--- src/rtl/bilinear_3x_sched.sv ---
// Window/phase scheduler for the 3x bilinear upscaler: raster walk, 3x3 phase issue, credit throttle.
// Optional BILI_SCHED_STALL_CNT_EN adds a saturating stall counter output.
module bilinear_3x_sched #(
  parameter int ROW_CNT_WIDTH = 12,
  parameter int COL_CNT_WIDTH = 12,
  parameter int CREDITS       = 4
) (
  input  logic                     clk,
  input  logic                     rst_n,
  input  logic                     start_i,
  input  logic [COL_CNT_WIDTH-1:0] src_w_i,
  input  logic [ROW_CNT_WIDTH-1:0] src_h_i,
  output logic                     win_req_o,
  output logic [ROW_CNT_WIDTH-1:0] win_row_o,
  output logic [COL_CNT_WIDTH-1:0] win_col_o,
  input  logic                     win_valid_i,
  output logic                     row_clamp_o,
  output logic                     col_clamp_o,
  output logic                     calc_en_o,
  output logic [1:0]               phase_y_o,
  output logic [1:0]               phase_x_o,
  output logic [ROW_CNT_WIDTH+1:0] tgt_row_o,
  output logic [COL_CNT_WIDTH+1:0] tgt_col_o,
  input  logic                     credit_ret_i,
  output logic                     busy_o,
`ifdef BILI_SCHED_STALL_CNT_EN
  output logic [31:0]              stall_cnt_o,
`endif
  output logic                     frame_done_o
);

  // state | meaning
  // IDLE  | waiting for start
  // REQ   | window requested, waiting for win_valid
  // ISSUE | issuing the nine phases of the current window
  // DRAIN | all issued, waiting for every credit to return
  // DONE  | one-cycle frame_done
  typedef enum logic [2:0] {IDLE, REQ, ISSUE, DRAIN, DONE} state_t;

  localparam logic [3:0]               CRED_MAX = 4'(CREDITS);
  localparam logic [ROW_CNT_WIDTH-1:0] ROW_ONE  = ROW_CNT_WIDTH'(1);
  localparam logic [COL_CNT_WIDTH-1:0] COL_ONE  = COL_CNT_WIDTH'(1);

  state_t                   state_q;
  logic [ROW_CNT_WIDTH-1:0] h_q, win_row_q;
  logic [COL_CNT_WIDTH-1:0] w_q, win_col_q;
  logic [1:0]               py_q, px_q;
  logic                     last_q;
  logic [3:0]               credits_q;
  logic                     win_req_q, row_clamp_q, col_clamp_q, calc_en_q, busy_q, frame_done_q;
  logic [1:0]               phase_y_q, phase_x_q;
  logic [ROW_CNT_WIDTH+1:0] tgt_row_q;
  logic [COL_CNT_WIDTH+1:0] tgt_col_q;

  logic                     slot_d, issue_d, col_last_d, row_last_d;
  logic [3:0]               credits_d;
  logic [1:0]               nxt_py_d, nxt_px_d;
  logic [ROW_CNT_WIDTH+1:0] tgt_row_d;
  logic [COL_CNT_WIDTH+1:0] tgt_col_d;
  logic [ROW_CNT_WIDTH-1:0] nxt_row_d;
  logic [COL_CNT_WIDTH-1:0] nxt_col_d;

  always_comb begin
    // py_q/px_q always hold the next phase to issue; they are zero while in REQ
    slot_d    = ((state_q == REQ) && win_valid_i) || ((state_q == ISSUE) && !last_q);
    issue_d   = slot_d && (credits_q != 4'd0);
    credits_d = credits_q;
    if (issue_d && !credit_ret_i)
      credits_d = credits_q - 4'd1;
    else if (!issue_d && credit_ret_i && (credits_q != CRED_MAX))
      credits_d = credits_q + 4'd1;
    nxt_px_d   = (px_q == 2'd2) ? 2'd0 : px_q + 2'd1;
    nxt_py_d   = (px_q == 2'd2) ? py_q + 2'd1 : py_q;
    tgt_row_d  = ({2'b00, win_row_q} << 1) + {2'b00, win_row_q} + {{ROW_CNT_WIDTH{1'b0}}, py_q};
    tgt_col_d  = ({2'b00, win_col_q} << 1) + {2'b00, win_col_q} + {{COL_CNT_WIDTH{1'b0}}, px_q};
    col_last_d = (win_col_q == w_q - COL_ONE);
    row_last_d = (win_row_q == h_q - ROW_ONE);
    nxt_col_d  = col_last_d ? '0 : win_col_q + COL_ONE;
    nxt_row_d  = col_last_d ? win_row_q + ROW_ONE : win_row_q;
  end

  always_ff @(posedge clk or negedge rst_n) begin
    if (!rst_n) begin
      state_q      <= IDLE;
      h_q          <= '0;
      w_q          <= '0;
      win_row_q    <= '0;
      win_col_q    <= '0;
      py_q         <= 2'd0;
      px_q         <= 2'd0;
      last_q       <= 1'b0;
      credits_q    <= CRED_MAX;
      win_req_q    <= 1'b0;
      row_clamp_q  <= 1'b0;
      col_clamp_q  <= 1'b0;
      calc_en_q    <= 1'b0;
      phase_y_q    <= 2'd0;
      phase_x_q    <= 2'd0;
      tgt_row_q    <= '0;
      tgt_col_q    <= '0;
      busy_q       <= 1'b0;
      frame_done_q <= 1'b0;
    end else begin
      credits_q    <= credits_d;
      frame_done_q <= 1'b0;
      calc_en_q    <= issue_d;
      // a stalled slot still presents the pending phase, so it holds visibly
      if (slot_d) begin
        phase_y_q <= py_q;
        phase_x_q <= px_q;
        tgt_row_q <= tgt_row_d;
        tgt_col_q <= tgt_col_d;
        if (issue_d) begin
          py_q   <= nxt_py_d;
          px_q   <= nxt_px_d;
          last_q <= (py_q == 2'd2) && (px_q == 2'd2);
        end
      end
      case (state_q)
        IDLE: begin
          if (start_i) begin
            busy_q <= 1'b1;
            if ((src_w_i != '0) && (src_h_i != '0)) begin
              w_q         <= src_w_i;
              h_q         <= src_h_i;
              win_row_q   <= '0;
              win_col_q   <= '0;
              py_q        <= 2'd0;
              px_q        <= 2'd0;
              last_q      <= 1'b0;
              row_clamp_q <= (src_h_i == ROW_ONE);
              col_clamp_q <= (src_w_i == COL_ONE);
              win_req_q   <= 1'b1;
              state_q     <= REQ;
            end else begin
              frame_done_q <= 1'b1;
              state_q      <= DONE;
            end
          end
        end
        REQ: begin
          if (win_valid_i) begin
            win_req_q <= 1'b0;
            state_q   <= ISSUE;
          end
        end
        ISSUE: begin
          if (last_q) begin
            win_col_q <= nxt_col_d;
            win_row_q <= nxt_row_d;
            py_q      <= 2'd0;
            px_q      <= 2'd0;
            last_q    <= 1'b0;
            if (col_last_d && row_last_d) begin
              row_clamp_q <= 1'b0;
              col_clamp_q <= 1'b0;
              state_q     <= DRAIN;
            end else begin
              row_clamp_q <= (nxt_row_d == h_q - ROW_ONE);
              col_clamp_q <= (nxt_col_d == w_q - COL_ONE);
              win_req_q   <= 1'b1;
              state_q     <= REQ;
            end
          end
        end
        DRAIN: begin
          if (credits_q == CRED_MAX) begin
            frame_done_q <= 1'b1;
            state_q      <= DONE;
          end
        end
        DONE: begin
          busy_q  <= 1'b0;
          state_q <= IDLE;
        end
        default: state_q <= IDLE;
      endcase
    end
  end

`ifdef BILI_SCHED_STALL_CNT_EN
  logic [31:0] stall_cnt_q;

  always_ff @(posedge clk or negedge rst_n) begin
    if (!rst_n)
      stall_cnt_q <= 32'd0;
    else if ((state_q == IDLE) && start_i)
      stall_cnt_q <= 32'd0;
    else if ((((state_q == ISSUE) && !last_q && (credits_q == 4'd0)) ||
              ((state_q == REQ) && !win_valid_i)) && (stall_cnt_q != 32'hFFFF_FFFF))
      stall_cnt_q <= stall_cnt_q + 32'd1;
  end

  assign stall_cnt_o = stall_cnt_q;
`endif

  assign win_req_o    = win_req_q;
  assign win_row_o    = win_row_q;
  assign win_col_o    = win_col_q;
  assign row_clamp_o  = row_clamp_q;
  assign col_clamp_o  = col_clamp_q;
  assign calc_en_o    = calc_en_q;
  assign phase_y_o    = phase_y_q;
  assign phase_x_o    = phase_x_q;
  assign tgt_row_o    = tgt_row_q;
  assign tgt_col_o    = tgt_col_q;
  assign busy_o       = busy_q;
  assign frame_done_o = frame_done_q;

endmodule

--- config.mk ---
export PLATFORM = sky130hd
export DESIGN_NAME = bilinear_3x_sched
export DESIGN_NICKNAME = d
export VERILOG_FILES = /design/src/rtl/bilinear_3x_sched.sv
export SDC_FILE = /design/constraint.sdc
export NUM_CORES = 1
export LEC_CHECK = 0
export ABC_AREA = 1
export CELL_PAD_IN_SITES_DETAIL_PLACEMENT = 0
export CELL_PAD_IN_SITES_GLOBAL_PLACEMENT = 1
export CORE_AREA = 2 2 169 171
export CTS_CLUSTER_SIZE = 40
export DETAILED_ROUTE_END_ITERATION = 7
export DIE_AREA = 0 0 171 173
export GPL_ROUTABILITY_DRIVEN = 0
export PLACE_DENSITY = 0.67
export SYNTH_ARGS = -nofsm -noshare
export SYNTH_HDL_FRONTEND = slang
export SYNTH_SLANG_ARGS = --single-unit
export TNS_END_PERCENT = 1
--- constraint.sdc ---
create_clock -name clk -period 8.64 [get_ports clk]
set_input_delay 1.728 -clock clk [delete_from_list [all_inputs] [get_ports clk]]
set_output_delay 1.728 -clock clk [all_outputs]
set_load 0.01 [all_outputs]
* Yosys cells after proc, flatten, opt, wreduce, memory -nomap -nowiden *
Index checks and enable logic that the tools add are counted.

operators by class
  $add $sub $neg = 12
  equality and inequality tests = 20
  multiplexer cells = 59
  reductions and logical operators = 26

operator list
  kind                                                  number
  2-to-1 mux 12 bit                                     6
  equality test 12 bit                                  4
  one-hot mux 12 bit (2 select lines)                   2
  adder 13 x 12 -> 14 bit                               2
  adder 14 x 2 -> 14 bit                                2
  2-to-1 mux 2 bit                                      13
  adder 12 x 1 -> 12 bit, second input constant         2
  equality test 12 x 1 -> 1 bit, second input constant  2
  nonzero test 12 bit                                   2
  subtractor 12 x 1 -> 12 bit, second input constant    2
  2-to-1 mux 1 bit                                      22
  2-to-1 mux 3 bit                                      5
  inequality test 2 bit, second input constant          6
  one-hot mux 3 bit (4 select lines)                    1
  one-hot mux 1 bit (2 select lines)                    5
  logical AND 1 bit                                     9
  2-to-1 mux 4 bit                                      2
  one-hot mux 2 bit (2 select lines)                    2
  AND reduction 4 bit                                   2
  equality test 3 x 2 -> 1 bit, second input constant   2
  AND reduction 6 bit                                   1
  nonzero test 2 bit                                    3
  adder 2 x 1 -> 2 bit, second input constant           2
  adder 4 x 1 -> 4 bit, second input constant           1
  14 further kinds                                      17

word-level totals
  register bits after elaboration = 98
  input bits = 29
  output and inout port bits = 62
  logic and storage cells = 136

* Logic depth before layout (Yosys ltp) *
  depth in word-level cells = 9
  gate-level depth with buffers = 23
  mapped depth without buffers = 22

* Least setup slack after synthesis *
Ideal clock, no wire load.

  path type = input to register
  start point = input win_valid_i
  end point = register credits_q[3]
  arrival = 3.163 ns
  required time = 8.509 ns
  slack = 5.346 ns
  stages = 10
  cell sequence = nand2_1 -> nand2_1 -> nand2_1 -> nor2_1 -> ha_1 -> nand2_1 -> nor2_1 -> a211oi_1 -> o21ai_0 -> xor2_1

on the way
  cells in the longest elaborated chain, start to end = 7
  elaborated cells on any way between the ends = 9

ends and longest elaborated chain
  what                                 RTL line  text
  start, declared                      16        input logic win_valid_i,
  logical AND 1 bit (*)                65        slot_d = ((state_q == REQ) && win_valid_i) || ((state_q == ISSUE) && !last_q);
  logical OR 1 bit (*)                 65
  logical AND 1 bit (*)                66        issue_d = slot_d && (credits_q != 4'd0);
  logical NOT 1 bit                    70        else if (!issue_d && credit_ret_i && (credits_q != CRED_MAX))
  logical AND 1 bit (2 in series)      70
  nonzero test 2 bit (no source line)  -
  end signal, assigned                 104       credits_q <= credits_d;
  end, declared                        49        logic [3:0] credits_q;

Every way passes the cells marked *; elsewhere a longest branch is shown, timed or not.
A chain may end at the register's enable or synchronous reset.

* Worst setup path after layout *
Ends and elaborated chain as after synthesis.

==> results by group <==
Timing
  – Slew at the pin with the worst max-slew slack: 0.8167 ns
  – FMAX: 242.9 MHz
  – Setup tns final: 0 ns
  – RSZ-0062 raised after global routing: no
  – Final Max Slew Viols: 0
  – Final critical-path share of the clock period: 47.65%
  – Fin Clk Skew: approximately 0.0064 ns
  – Final setup violation count: 0
  – Final hold violation count: 0
  – Min Clock Period, post-route: 4.117 ns
  – Final WS setup: between 4 and 5 ns
  – Max-Slew Margin vs Limit: between 40% and 50%

Finish
  – Final Util: 32.71%
  – Diode count: 0
  – Multi-input gate area: 4290 sq um
  – Non-Filler Instances: 1,501
  – Area growth syn-to-layout: 22.37%
  – Share of cells above drive strength 1: roughly 6.0%
  – Design area: 9036 sq um
  – Register Area: 2454 sq um
  – Fillers: 3,063
  – Fin nets: ~1,200

Worst setup path
  – Setup CP Type: in -> reg
  – CP Max Fanout: 19
  – Worst Setup End Kind: flop
  – Worst EP arrival: around 4.4 ns
  – Worst Path Required: 8.87 ns
  – Kind of start point of the critical path: input port

CTS
  – Max Buffers Root-to-Sink: 2
  – Clock slew seen by the registers of the worst setup and hold paths: 0.07 ns
  – Clock sink count: 98
  – Root Buffer: clkbuf_16
  – H-tree depth: 3
  – Worst-skew pair later-pin latency: approximately 0.36 ns
  – CTS resizes: 0
  – TritonCTS Buffers: 9
  – # hold bufs at CTS: 0
  – Buffers inserted by post-CTS timing repair: 0
  – Clock tree from TritonCTS: yes

Global routing
  – Initial antenna violation count: 0
  – GRT Total Usage: 14.97%
  – Global-route wire length before repair: 35,090 um
  – Vias in the first global route: 6,471
  – Largest net degree at the start of global routing: 62
  – Gr ovfl total: 0

Floorplan
  – IO Pins: 91
  – Die Height: approximately 170 um
  – Initial core utilization: 26.73%
  – Row count: a little over 60
  – Die X-Extent: 171 um
  – Core footprint: 27,630 sq um
  – Full die area: 29,580 sq um

Synthesis
  – FF+latch count, synth: 98
  – Post-synthesis net count: 1,118
  – EDFF count, synth: 0
  – Cell variety after synth: 43
  – Ys async rst share: 100.0%
  – Seq/Total Area, Yosys: 33.23%
  – YS warnings: 0
  – Dominant synthesized flop cell: dfrtp_1
  – Synth Instances: about 1,000
  – Area of the mapped netlist: 7385 sq um
  – Avg Inst Size Synth: 7.169 sq um

Placed design
  – IO buf count: 90
  – DP Area: 8708 sq um
  – Dpl ws: 4.105 ns
  – DP HPWL: 17,220 um
  – Placed cells: 1,485

Drt
  – Final ANT Viol Nets: 0
  – Wire per inst: around 14 um
  – Via count: approximately 6,700
  – Via density per instance: 4.432
  – Drt total wl: 21,540 um
  – DRC violations left: 0
  – DR pass1 iterations: 5
  – Number of DRC markers in iteration 0: approximately 360

Run
  – Maxcap violations: 0

Pwr
  – P per Cell Area: ~260 nW/um^2
  – Lkg Pwr: 4.441 nW
  – Peak VDD IR: 0.1136 mV

Worst hold path
  – Hold Crit Class: reg -> reg

Outcome
  – Outcome: completed
## metal layers
layer	vias to the layer above	share of wire [%]	track usage [%]
met4	0	1.1	3.319
met5	-	0	0
met3	14	4.2	2.174
met1	2975	53	22.46
met2	139	42	22.58
li1	3524	-	-
## final cells by class
type | count | share of cell area (%)
Sequential cell | 98 | 27.15
Inverter | 150 | 6.231
Timing Repair Buffer | 94 | 10.27
Multi-Input combinational cell | 765 | 47.48
Clock buffer | 11 | 2.686
Tap cell | 378 | 5.234
Clock inverter | 5 | 0.9416
## cell families (layout without fill, tap and decap cells)
logic type,count (synthesis),after routing,synth area share (%)
and+or+nand+nor,516,516,31.14
buffers and inverters,167,260,8.709
AOI/OAI and AO/OA,143,143,10.74
DFF,98,98,33.23
adders and majority gates,59,59,10.50
xor gates and xnor gates,47,47,5.676
## critical path, cell delays in order
cell             delay (ns)
clkdlybuf4s50_1        0.49
nand2_1                0.06
nand2_1                0.57
nand2_1                0.23
nor2_1                 0.27
ha_1                   0.32
nand2_1                0.07
nor2_1                 0.04
a211oi_1               0.23
o21ai_0                0.17
xor2_1                 0.16
## cell usage after synthesis, types with 2 or more instances
master | count | share of area, %
nor2_4 | 3 | 0.46
nand3_1 | 87 | 5.9
inv_1 | 145 | 7.4
nor2_1 | 92 | 4.7
or2_2 | 5 | 0.42
xor2_1 | 36 | 4.3
a21oi_1 | 28 | 1.9
dfrtp_1 | 97 | 33
nand2_4 | 4 | 0.61
nand3_2 | 3 | 0.41
buf_6 | 2 | 0.30
nand3b_1 | 3 | 0.30
o21ai_0 | 71 | 4.8
a31oi_1 | 8 | 0.68
o21bai_1 | 4 | 0.41
nor2_8 | 2 | 0.54
nand2_2 | 14 | 1.2
nand4_1 | 19 | 1.6
a21oi_2 | 2 | 0.24
nor2_2 | 5 | 0.42
clkinv_1 | 2 | 0.10
xnor2_1 | 10 | 1.2
nor3_1 | 7 | 0.47
nand2_1 | 267 | 14
inv_2 | 3 | 0.15
ha_1 | 54 | 9.1
fa_1 | 5 | 1.4
clkbuf_1 | 14 | 0.71
o22ai_1 | 22 | 1.9
nor4_1 | 2 | 0.17
a22o_1 | 2 | 0.24
## cells in the final DEF (no fill, tap or decap), types with 3 or more instances in the layout
cell type	Yosys	routed
nand2_2	14	14
nand2_4	4	4
nand3_1	87	87
clkdlybuf4s50_1	0	89
a21oi_1	28	28
nor3_1	7	7
nor2_1	92	91
clkbuf_16	0	9
a31oi_1	8	8
inv_1	145	145
nand3_2	3	3
o21bai_1	4	4
xor2_1	36	36
fa_1	5	5
o22ai_1	22	22
o21ai_0	71	71
xnor2_1	10	10
ha_1	54	54
inv_2	3	3
or2_2	5	5
nor2_2	5	6
buf_4	0	5
nand2_1	267	267
dfrtp_1	97	97
nand3b_1	3	3
nor2_4	3	3
nand4_1	19	19
## power breakdown
group	switching, mW	internal (mW)	total [mW]
clock network	0.195	0.264	0.459
logic	0.759	0.402	1.16
registers	0.121	0.571	0.692
## registers in the layout, indices dropped and copies added, names as in the netlist, 2 cells and up
signal and cells:
tgt_col_o 14, tgt_row_o 14, h_q 12, w_q 12
win_col_o 12, win_row_o 12, credits_q 4, state_q 3
phase_x_o 2, phase_y_o 2, px_q 2, py_q 2
## path summary, 6_finish.rpt
check | startpoint | end | slack [ns] | depth (start not counted)
worst max-delay path | win_valid_i | credits_q[3] | 4.52 | 11
worst min-delay path | tgt_col_o[0] | tgt_col_o[0] | 0.48 | 2
worst max register to register | state_q[2] | credits_q[3] | 5.26 | 15
worst min register to register | tgt_col_o[0] | tgt_col_o[0] | 0.48 | 2
max in group asynchronous | rst_n | tgt_row_o[9] | 6.10 | 2
min in group asynchronous | rst_n | w_q[4] | 1.34 | 1
## through the flow
| step | power [mW] | hold WS (ns) |
|---|---|---|
| finish | 2.311 | 0.4758 |
| global route | 2.533 | 0.4993 |
| CTS | 2.333 | 0.4785 |
| detailed placement | 1.865 | 0.4610 |
| global placement | 1.858 | 0.4604 |
| floorplan | 1.504 | 0.4416 |
(Power assumes the default switching activity.)
